<file path="src/rtl/vmc_param_ctrl.sv">
// Vending-machine controller: coin edge detect, credit accumulation, timed vend strobe, change handshake.
// Optional refund-on-cancel path from COLLECT is built only when VMC_CANCEL_EN is defined.
module vmc_param_ctrl #(
  parameter int PRICE       = 6,
  parameter int CREDIT_W    = 5,
  parameter int VEND_CYCLES = 3
) (
  input  logic                clk,
  input  logic                rst,
  input  logic                coin_1,
  input  logic                coin_2,
  input  logic                coin_5,
  input  logic                coin_10,
  input  logic                cancel,
  input  logic                change_ready,
  output logic                vend,
  output logic                change_valid,
  output logic [CREDIT_W-1:0] change,
  output logic [CREDIT_W-1:0] credit,
  output logic                coin_reject,
  output logic                busy
);

  // state | meaning
  // IDLE    | no credit, waiting for first coin
  // COLLECT | partial credit below PRICE
  // VEND    | vend strobe held, vend_cnt counts down to 0
  // CHANGE  | change presented until change_ready
  typedef enum logic [1:0] {S_IDLE, S_COLLECT, S_VEND, S_CHANGE} state_t;

  localparam int CNT_W = $clog2(VEND_CYCLES + 1);
  localparam logic [CREDIT_W-1:0] PRICE_W = CREDIT_W'(PRICE);
  localparam logic [CNT_W-1:0] VEND_LOAD = CNT_W'(VEND_CYCLES - 1);

  if (PRICE < 1 || VEND_CYCLES < 1 ||
      (longint'(PRICE) + 9) > ((longint'(1) << CREDIT_W) - 1)) begin : g_param_check
    $error("vmc_param_ctrl: illegal PRICE/CREDIT_W/VEND_CYCLES combination");
  end

  state_t              state, state_nxt;
  logic [3:0]          coin_q, rise;
  logic                any_rise, one_rise, reject_nxt;
  logic [CREDIT_W-1:0] coin_val, credit_sum, credit_nxt, change_nxt;
  logic [CNT_W-1:0]    vend_cnt, vend_cnt_nxt;

  assign rise     = {coin_10, coin_5, coin_2, coin_1} & ~coin_q;
  assign any_rise = |rise;
  assign one_rise = any_rise && ((rise & (rise - 4'd1)) == 4'd0);

  always_comb begin
    coin_val = '0;
    case (rise)
      4'b0001: coin_val = CREDIT_W'(1);
      4'b0010: coin_val = CREDIT_W'(2);
      4'b0100: coin_val = CREDIT_W'(5);
      4'b1000: coin_val = CREDIT_W'(10);
      default: coin_val = '0;
    endcase
  end

  // pre-coin credit is below PRICE, so the parameter check rules out overflow
  assign credit_sum = credit + coin_val;

`ifndef VMC_CANCEL_EN
  logic unused_cancel;
  assign unused_cancel = cancel;
`endif

  always_ff @(posedge clk) begin
    coin_q <= {coin_10, coin_5, coin_2, coin_1};
    if (!rst) begin
      state       <= S_IDLE;
      credit      <= '0;
      change      <= '0;
      coin_reject <= 1'b0;
      vend_cnt    <= '0;
    end else begin
      state       <= state_nxt;
      credit      <= credit_nxt;
      change      <= change_nxt;
      coin_reject <= reject_nxt;
      vend_cnt    <= vend_cnt_nxt;
    end
  end

  always_comb begin
    state_nxt    = state;
    credit_nxt   = credit;
    change_nxt   = change;
    vend_cnt_nxt = vend_cnt;
    reject_nxt   = any_rise;
    case (state)
      S_IDLE, S_COLLECT: begin
`ifdef VMC_CANCEL_EN
        // cancel beats a simultaneous coin, which is then refused
        if (state == S_COLLECT && cancel) begin
          state_nxt  = S_CHANGE;
          change_nxt = credit;
          credit_nxt = '0;
        end else
`endif
        if (one_rise) begin
          reject_nxt = 1'b0;
          credit_nxt = credit_sum;
          if (credit_sum >= PRICE_W) begin
            state_nxt    = S_VEND;
            vend_cnt_nxt = VEND_LOAD;
          end else begin
            state_nxt = S_COLLECT;
          end
        end
      end
      S_VEND: begin
        if (vend_cnt == '0) begin
          credit_nxt = '0;
          if (credit > PRICE_W) begin
            state_nxt  = S_CHANGE;
            change_nxt = credit - PRICE_W;
          end else begin
            state_nxt = S_IDLE;
          end
        end else begin
          vend_cnt_nxt = vend_cnt - 1'b1;
        end
      end
      S_CHANGE: begin
        if (change_ready) state_nxt = S_IDLE;
      end
      default: state_nxt = S_IDLE;
    endcase
  end

  always_comb begin
    vend         = (state == S_VEND);
    change_valid = (state == S_CHANGE);
    busy         = (state == S_VEND) || (state == S_CHANGE);
  end

endmodule

</file>
<file path="config.mk">
export PLATFORM = sky130hd
export DESIGN_NAME = vmc_param_ctrl
export DESIGN_NICKNAME = d
export VERILOG_FILES = /design/src/rtl/vmc_param_ctrl.sv
export SDC_FILE = /design/constraint.sdc
export NUM_CORES = 1
export LEC_CHECK = 0
export CAP_MARGIN = 20
export CORE_UTILIZATION = 50
export DETAILED_ROUTE_END_ITERATION = 8
export PLACE_DENSITY = 0.85
export SYNTH_ARGS = -nofsm -noshare
export SYNTH_HDL_FRONTEND = slang
export SYNTH_SLANG_ARGS = --single-unit
</file>
<file path="constraint.sdc">
create_clock -name clk -period 3.45 [get_ports clk]
set_input_delay 0.5175 -clock clk [delete_from_list [all_inputs] [get_ports clk]]
set_output_delay 0.5175 -clock clk [all_outputs]
set_load 0.01 [all_outputs]
</file>
==> impl_metrics.json <==
{
  "timing.fmax_ghz": 0.325,
  "drive_gt1_frac": 0.0816,
  "critPathLaunchType": "input port",
  "drt-total-wl_mm": 2.30,
  "post-synth-top-area-cell": "dfxtp_1",
  "core_area_um2": 2020,
  "hold_class": "flop to flop",
  "clock-skew-final_ns": 0.00708,
  "critPathMaxFanout": 3,
  "finalHoldViolCount": 0,
  "initial_core_util": 0.544,
  "place_inst": 170,
  "slew_headroom": 0.593,
  "grt_use_met2": 0.377,
  "ff_latch_area_um2": 380,
  "crit_buf_inv": 1,
  "postSynth.asyncResetShare": 0,
  "slew_viol_final": 0,
  "grt.overflow.total": 0,
  "synth_most_common_cell": "dfxtp_1",
  "final_nets": 163,
  "synth.area.top_cells": "dfxtp_1, ha_1, xnor2_1",
  "path_cells": "clkdlybuf4s50_1, nor2b_1, xnor2_1, or3_1, fa_1, nand2b_1, a21oi_1, xor2_1, or4_4, o211a_1",
  "post-route-period-util": 0.893,
  "ant_nets": 0,
  "std_cell_rows": 16,
  "utilization": 0.676,
  "yosysUniqueCellTypes": 41,
  "syn_inst": 125,
  "synth_fp_nets": 140,
  "synth_ff_type": "dfxtp_1",
  "worst_setup_path_end_kind": "flop",
  "syn_area_um2": 1100,
  "port_buffers": 20,
  "setup_viol": 0,
  "final_cells": 174,
  "critical-path-max-stage-delay_ns": 0.46,
  "clkTransAtPathRegs_ns": 0.11,
  "clock_latency_ns": 0.31,
  "cap_violations": 0,
  "fillers": 171,
  "die_area_um2": 2390,
  "grt_pass1_vias": 928,
  "routabilityCongestion": 0.817,
  "tritoncts": "yes",
  "required_ns": 3.67,
  "die_w_um": 48.9,
  "viasPerCell": 5.49,
  "fin_tns_setup_ns": 0,
  "track_usage": 0.213,
  "root_buffer": "clkbuf_4",
  "ys_ff_latch": 19,
  "die_h_um": 48.9,
  "grt_use_met1": 0.237,
  "use_met3": 0.0405,
  "synth_commonest_cells": "dfxtp_1, nand2_1, nor2b_1, xnor2_1",
  "grt_pass1_wl_mm": 3.86,
  "first_pass_iters": 4,
  "powerDensity_nw_per_um2": 345,
  "avgRoutedWirePerCell_um": 13.2,
  "rsz0062_at_grt": "no",
  "ios": 22,
  "dp.final_hpwl_mm": 1.76,
  "drc": 0,
  "first_iter_violations": 22,
  "crit_arrival_ns": 3.30,
  "cpLargestDelayFamily": "simple AND/OR/NAND/NOR gates",
  "cts_made_buffers": 3,
  "power_leakage_nw": 0.540,
  "yosys_warnings": 0,
  "synth_area_per_cell_um2": 8.80,
  "crit_slowest_cell": "clkdlybuf4s50_1",
  "grt_max_degree": 16,
  "outcome": "finished clean",
  "vias": 956,
  "antennaDiodeCount": 0,
  "synth_top_area_share": 0.346,
  "h-tree-depth": 1,
  "ctsResizeCount": 0,
  "synth_edf_count": 0,
  "peakVddDrop_uv": 250,
  "total_power_w": 0.000472,
  "areaGrowthSynthToFinish_pct": 24.2,
  "antenna_found_initial": 0,
  "cts_buffer_depth": 2,
  "cts_sinks": 19,
  "yosysSeqAreaShare": 0.346,
  "fin_crit_ns": 3.08,
  "grt-busiest-layer": "met2",
  "worst_slew_pin_slew_ns": 0.607,
  "crit_type": "input port to flop",
  "post-cts-setup-buffer-count": 0,
  "postCtsHoldBufs": 0,
  "multi_input_area_um2": 677
}
-- flip-flops by register name (all words and copies together) (netlist names) --
signal       cells
credit           5
coin_q           4
coin_reject      1
state            2
change           5
vend_cnt         2
-- where the power goes --
part / switching [W] / internal, W / total, W
Clock: 0.0000762 / 0.0000444 / 0.000121
Sequential: 0.0000125 / 0.000230 / 0.000242
Combinational: 0.0000551 / 0.0000538 / 0.000109
-- routing by layer --
layer | up-vias | wire [um]
met5 | - | 0
met4 | 0 | 51
met3 | 5 | 110
met2 | 29 | 1150
met1 | 437 | 994
li1 | 485 | -
-- layout by cell type, fill, tap and decap left out, types with 2 or more instances in the layout --
master / instances
a21boi_0: 3
clkbuf_4: 3
xor2_1: 2
buf_4: 3
nand3_1: 4
nor2_1: 3
or2_1: 2
mux2i_1: 4
nor3_1: 5
o211a_1: 2
xnor2_1: 7
nor2_2: 2
dfxtp_1: 19
a31oi_1: 2
ha_1: 6
inv_1: 5
nor2b_1: 7
o21ai_0: 6
o211ai_1: 3
clkdlybuf4s50_1: 20
a21oi_1: 6
nand2b_1: 4
nand2_1: 9
-- per-stage QoR --
stage	setup slack, ns	hold slack, ns	cell area [um2]
CTS	0.386	0.494	1370
global placement	0.103	0.443	1340
global route	0.272	0.524	1370
floorplan	0.627	0.431	1100
finish	0.369	0.487	1370
detailed placement	0.0444	0.470	1340
-- final timing paths --
kind | cells after the start | end | slack [ns] | start
worst max-delay path | 10 | vend_cnt[1]$_SDFFE_PN0P_ | 0.37 | coin_10
worst min-delay path | 1 | vend_cnt[0]$_SDFFE_PN0P_ | 0.49 | vend_cnt[0]$_SDFFE_PN0P_
worst max register to register | 11 | vend_cnt[1]$_SDFFE_PN0P_ | 0.68 | coin_q[2]$_DFF_P_
worst min register to register | 1 | vend_cnt[0]$_SDFFE_PN0P_ | 0.49 | vend_cnt[0]$_SDFFE_PN0P_
-- cell families (layout without fill, tap and decap cells) --
| logic type | count (synthesis) | after routing | share of synthesized area |
|---|---|---|---|
| simple gates | 41 | 41 | 0.202 |
| compound gates | 33 | 33 | 0.209 |
| flops | 19 | 19 | 0.346 |
| buf+inv | 11 | 33 | 0.0387 |
| xor+xnor | 9 | 9 | 0.0717 |
| fa+ha+maj | 8 | 8 | 0.0956 |
| mux | 4 | 4 | 0.0364 |
-- layout make-up --
class | count | area share
inverters | 6 | 0.0165
clock buffers | 3 | 0.0165
well taps | 27 | 0.0247
repair buffers | 23 | 0.163
flip-flops and latches | 19 | 0.278
clock inverters | 1 | 0.00549
multi-input cells | 95 | 0.495
Note: power is estimated with default switching activity, not from simulation.
